$ cat src/rtl/fetch_stage.sv
// Instruction-fetch stage: owns the word-addressed PC, fetches over a req/ack
// handshake, loads IF/ID, squashes wrong-path responses and buffers one word under stall.
module fetch_stage #(
    parameter int unsigned                PC_WIDTH = 32,
    parameter int unsigned                IWIDTH   = 32,
    parameter logic [PC_WIDTH-1:0]        RESET_PC = '0
) (
    input  logic                i_clk,
    input  logic                i_rst,
    input  logic                i_stall,
    input  logic                i_change_pc,
    input  logic [PC_WIDTH-1:0] i_pc_target,
    output logic                o_imem_req,
    output logic [PC_WIDTH-1:0] o_imem_addr,
    input  logic                i_imem_ack,
    input  logic [IWIDTH-1:0]   i_imem_data,
    output logic                o_valid,
    output logic [PC_WIDTH-1:0] o_pc,
    output logic [IWIDTH-1:0]   o_instr
);

    typedef enum logic [1:0] {
        ST_IDLE = 2'd0,
        ST_REQ  = 2'd1,
        ST_HOLD = 2'd2
    } state_e;

    state_e                state_q,   state_d;
    logic                  req_q,     req_d;
    logic [PC_WIDTH-1:0]   addr_q,    addr_d;
    logic [PC_WIDTH-1:0]   redir_q,   redir_d;
    logic                  squash_q,  squash_d;
    logic [IWIDTH-1:0]     hold_q,    hold_d;
    logic [PC_WIDTH-1:0]   hold_pc_q, hold_pc_d;
    logic                  valid_q,   valid_d;
    logic [PC_WIDTH-1:0]   pc_q,      pc_d;
    logic [IWIDTH-1:0]     instr_q,   instr_d;

    logic                  ifid_free_s;
    logic [PC_WIDTH-1:0]   addr_inc_s;

    assign ifid_free_s = !valid_q || !i_stall;
    assign addr_inc_s  = addr_q + PC_WIDTH'(1);

    // Next-state, PC and IF/ID update logic.
    always_comb begin
        state_d   = state_q;
        addr_d    = addr_q;
        redir_d   = redir_q;
        squash_d  = squash_q;
        hold_d    = hold_q;
        hold_pc_d = hold_pc_q;
        valid_d   = valid_q;
        pc_d      = pc_q;
        instr_d   = instr_q;

        case (state_q)
            ST_IDLE: begin
                state_d = ST_REQ;
                if (i_change_pc) begin
                    addr_d = i_pc_target;
                end else begin
                    addr_d = addr_q;
                end
            end

            ST_REQ: begin
                if (i_imem_ack) begin
                    if (i_change_pc) begin
                        addr_d   = i_pc_target;
                        squash_d = 1'b0;
                        valid_d  = 1'b0;
                        instr_d  = '0;
                    end else if (squash_q) begin
                        // Response belongs to the wrong path; resume at the saved target.
                        addr_d   = redir_q;
                        squash_d = 1'b0;
                        if (ifid_free_s) begin
                            valid_d = 1'b0;
                            instr_d = '0;
                        end else begin
                            valid_d = valid_q;
                        end
                    end else if (ifid_free_s) begin
                        valid_d = 1'b1;
                        pc_d    = addr_q;
                        instr_d = i_imem_data;
                        addr_d  = addr_inc_s;
                    end else begin
                        hold_d    = i_imem_data;
                        hold_pc_d = addr_q;
                        addr_d    = addr_inc_s;
                        state_d   = ST_HOLD;
                    end
                end else begin
                    if (i_change_pc) begin
                        // Request still in flight: keep the address, drop its reply later.
                        redir_d  = i_pc_target;
                        squash_d = 1'b1;
                        valid_d  = 1'b0;
                        instr_d  = '0;
                    end else if (valid_q && !i_stall) begin
                        valid_d = 1'b0;
                        instr_d = '0;
                    end else begin
                        valid_d = valid_q;
                    end
                end
            end

            ST_HOLD: begin
                if (i_change_pc) begin
                    valid_d = 1'b0;
                    instr_d = '0;
                    addr_d  = i_pc_target;
                    state_d = ST_REQ;
                end else if (!i_stall) begin
                    valid_d = 1'b1;
                    pc_d    = hold_pc_q;
                    instr_d = hold_q;
                    state_d = ST_REQ;
                end else begin
                    state_d = ST_HOLD;
                end
            end

            default: begin
                state_d = ST_IDLE;
            end
        endcase

        req_d = (state_d == ST_REQ);
    end

    // State and pipeline registers.
    always_ff @(posedge i_clk or posedge i_rst) begin
        if (i_rst) begin
            state_q   <= ST_IDLE;
            req_q     <= 1'b0;
            addr_q    <= RESET_PC;
            redir_q   <= '0;
            squash_q  <= 1'b0;
            hold_q    <= '0;
            hold_pc_q <= '0;
            valid_q   <= 1'b0;
            pc_q      <= '0;
            instr_q   <= '0;
        end else begin
            state_q   <= state_d;
            req_q     <= req_d;
            addr_q    <= addr_d;
            redir_q   <= redir_d;
            squash_q  <= squash_d;
            hold_q    <= hold_d;
            hold_pc_q <= hold_pc_d;
            valid_q   <= valid_d;
            pc_q      <= pc_d;
            instr_q   <= instr_d;
        end
    end

    assign o_imem_req  = req_q;
    assign o_imem_addr = addr_q;
    assign o_valid     = valid_q;
    assign o_pc        = pc_q;
    assign o_instr     = instr_q;

endmodule

$ cat config.mk
export PLATFORM = sky130hd
export DESIGN_NAME = fetch_stage
export DESIGN_NICKNAME = d
export VERILOG_FILES = /design/src/rtl/fetch_stage.sv
export SDC_FILE = /design/constraint.sdc
export NUM_CORES = 1
export LEC_CHECK = 0
export CAP_MARGIN = 10
export CORE_ASPECT_RATIO = 1.25
export CORE_MARGIN = 8
export CORE_UTILIZATION = 35
export CTS_BUF_LIST = sky130_fd_sc_hd__clkbuf_8
export CTS_CLUSTER_DIAMETER = 50
export DETAILED_ROUTE_END_ITERATION = 16
export GPL_TIMING_DRIVEN = 0
export HOLD_SLACK_MARGIN = 0.15
export PLACE_DENSITY = 0.56
export SETUP_SLACK_MARGIN = 0.4
export SYNTH_ARGS = -nofsm -noshare
export SYNTH_HDL_FRONTEND = slang
export SYNTH_SLANG_ARGS = --single-unit
$ cat constraint.sdc
create_clock -name i_clk -period 12.2 [get_ports i_clk]
set_input_delay 3.66 -clock i_clk [delete_from_list [all_inputs] [get_ports i_clk]]
set_output_delay 3.66 -clock i_clk [all_outputs]
set_load 0.01 [all_outputs]
==> flow_summary.json <==
{
  "yosys.area.top_type_share_pct": 53.8,
  "place.gp.congestion": 0.799,
  "finalSetupViolCount": 0,
  "worst_setup_path_start_kind": "input pin",
  "dpl.cell_count": 1339,
  "drv.max_cap_violation_count": 0,
  "wl_met3_mm": 1.86,
  "pwr-share-seq_pct": 42.1,
  "clock-root-buffer": "clkbuf_8",
  "final.min_clock_period_ps": 5820,
  "worst_pin_slew_ps": 1020,
  "floorplan.die_area_sq_um": 31700,
  "tns_ps": 0,
  "cts.repair_timing.setup_buffer_count": 0,
  "port_buffers": 166,
  "power.share.clock_pct": 15.9,
  "clock_tree_from_tritoncts": "built",
  "distinct_cells_synth": 56,
  "worstHoldPathCells": 2,
  "post_synth_instance_area_sq_um": 9170,
  "floorplan.die.width_um": 161,
  "clock_sinks": 197,
  "syn_nets": 905,
  "yosysSeqAreaShare_pct": 53.8,
  "final_max_slew_viol_count": 0,
  "finish.cell_count_without_fillers": 1372,
  "initial_core_util_pct": 35.4,
  "worstSetupStartpoint": "i_change_pc",
  "die_h_um": 197,
  "hold_path_startpoint": "o_pc[20]",
  "detail_route.wirelength_mm": 26.7,
  "run_status": "completed",
  "power.ir.vdd_worst_mv": 0.0945,
  "rsz0062_at_grt": "false",
  "route.antenna.remaining_nets": 0,
  "r2r_cell_count": 8,
  "core_region_area_sq_um": 25900,
  "combinational_share_of_power_pct": 42.0,
  "grt_antenna_before_repair": 3,
  "path_clk_slew_ps": 110,
  "cts-root-to-sink-buffers": 2,
  "yosys_most_used_dff": "dfrtp_1",
  "critical_path_peak_fanout": 10,
  "timing.final.hold_violations": 0,
  "layout_worst_path_cycle_share_pct": 47.7,
  "leading_cell_types_by_count_after_synthesis": "dfrtp_1, o21ai_0, mux2_2, nand2_1, mux2i_1",
  "synth_top_cells_by_area": "dfrtp_1, mux2_2, o21ai_0",
  "crit_path_end_kind": "register",
  "grt_pass1_vias": 7428,
  "cts_resized": 0,
  "final.setup_skew_ps": 26.7,
  "asyncSetResetFlopFracSynth_pct": 100,
  "r2r_start": "state_q[1]",
  "detail_route.drc_violations": 0,
  "drive_above_1_share_pct": 15.8,
  "area_delta_synth_final_pct": 27.6,
  "path_class": "in -> reg",
  "wirelength_met1_mm": 11.3,
  "drt_first_pass_iters": 8,
  "total_leakage_power_uw": 0.00491,
  "pre_cts_ws_ps": 5950,
  "met2WireLength_mm": 13.3,
  "synthesis.instances": 831,
  "drt-initial-drc-count": 363,
  "grt-ovfl-total": 0,
  "h-tree-depth": 4,
  "total_power_per_unit_cell_area_nw_per_um2": 224,
  "floorplan.rows": 66,
  "slew_headroom_pct": 31.6,
  "maxClockFrequency_mhz": 172,
  "ys_warn_count": 0,
  "post_synth.cell_area_avg_sq_um": 11.0,
  "total_number_of_nets_in_the_final_design": 1092,
  "gr-usage-all-layers_pct": 17.0,
  "worst_ep_required_time_ps": 12580,
  "yosys.cell_count.top_type": "dfrtp_1",
  "hold_path_class": "reg -> reg",
  "cts_made_buffers": 17,
  "clk-insertion-delay-late_ps": 470,
  "number_of_top_level_pins": 167,
  "p_int_uw": 1600,
  "dpl_wire_length_mm": 19.3,
  "route.detailed.vias_per_inst": 5.20,
  "routedWlPerCell_um": 19.5,
  "synth_edf_count": 0,
  "highest_layer": "met5",
  "worst-endpoint-arrival_ps": 6200,
  "first_pass_grt_wire_length_mm": 42.6,
  "switching_share_pct": 38.8,
  "post-synth-top-area-cell": "dfrtp_1",
  "postSynthRegisterBits": 197,
  "netSwitchingPower_uw": 1010,
  "hold_buffers": 0,
  "dr_total_vias": 7131,
  "pin_count_of_the_biggest_net_entering_global_routing": 73,
  "fin_ws_ps": 6380
}
[path summary, 6_finish.rpt]
path | end | slack [ps]
setup / recovery | o_imem_addr[27] | 6380
hold / removal | o_pc[20] | 490
setup reg to reg | o_pc[2] | 9400
hold reg to reg | o_pc[20] | 490
max in group asynchronous | redir_q[31] | 7530
min in group asynchronous | o_pc[4] | 3600
[area by class of cell]
cell class              count  area, sq um
flip-flops and latches    197         4930
repair buffers            168         1720
plain buffers              66          284
diodes                      1         2.50
fillers                  2518        14200
well taps                 340          425
clock buffers              17          234
multi-input cells         560         3930
inverters                   8         37.5
clock inverters            15          145
[metrics by stage]
step / hold WS (ps) / power, uW / utilization, % / instance area (sq um)
after floorplan: 445 / 1700 / - / 9170
after global placement: 458 / 2210 / 43.4 / 11300
after detailed placement: 469 / 2230 / 43.6 / 11300
after CTS: 492 / 2650 / 45.1 / 11700
after global routing: 516 / 2810 / 45.1 / 11700
final: 486 / 2610 / 45.1 / 11700
[power by group through the flow]
stage	registers (uW)	logic, uW	clock network (uW)
floorplan	1120	573	0
global placement	1110	1100	0
detailed placement	1120	1110	0
CTS	1100	1120	430
global route	1140	1220	459
finish	1100	1100	416
[cells by family (layout without fill, tap and decap cells)]
family,Yosys count,count (layout),synth area share [%]
simple gates,191,191,10.2
xor+xnor,18,18,1.72
compound gates,211,211,14.2
buf+inv,74,274,3.43
flops,197,197,53.8
other cells,0,1,0
mux,135,135,16.0
fa+ha+maj,5,5,0.682
[cell usage in the layout, fill, tap and decap left out, types with 4 or more instances in the layout]
| cell type | instances |
|---|---|
| nand4_1 | 9 |
| clkbuf_1 | 38 |
| dfrtp_1 | 197 |
| a31oi_1 | 5 |
| clkbuf_8 | 17 |
| o21bai_1 | 4 |
| xor2_1 | 9 |
| a22oi_1 | 35 |
| a31o_2 | 5 |
| a21oi_1 | 27 |
| nand3_1 | 11 |
| nor2_1 | 20 |
| buf_2 | 21 |
| nand2b_1 | 5 |
| clkinv_4 | 4 |
| buf_1 | 4 |
| xnor2_1 | 9 |
| ha_1 | 5 |
| inv_8 | 4 |
| nand3b_1 | 4 |
| o22ai_1 | 5 |
| inv_6 | 4 |
| inv_1 | 8 |
| a221oi_1 | 11 |
| nor3_1 | 7 |
| mux2_2 | 94 |
| a32oi_1 | 4 |
| o21ai_0 | 96 |
| clkdlybuf4s50_1 | 166 |
| and3_1 | 18 |
| nand2_1 | 93 |
| mux2i_1 | 41 |
[state kept, by name (all words and copies together), names as in the netlist]
| name | cells |
|---|---|
| o_instr | 32 |
| redir_q | 32 |
| hold_pc_q | 32 |
| o_pc | 32 |
| o_imem_req | 1 |
| o_imem_addr | 32 |
| o_valid | 1 |
| hold_q | 32 |
| squash_q | 1 |
| state_q | 2 |
[critical path, cell delays in order]
cell             delay (ps)
clkdlybuf4s50_1         500
buf_2                   230
clkbuf_1                460
clkbuf_1                430
clkbuf_1                540
a21oi_1                 160
a21oi_1                 200
[routing by layer]
metal	vias to the layer above	GRT usage [%]
li1	3378	-
met1	3544	21.0
met2	188	28.6
met3	17	5.16
met4	4	4.50
met5	-	0
(Power assumes the default switching activity.)
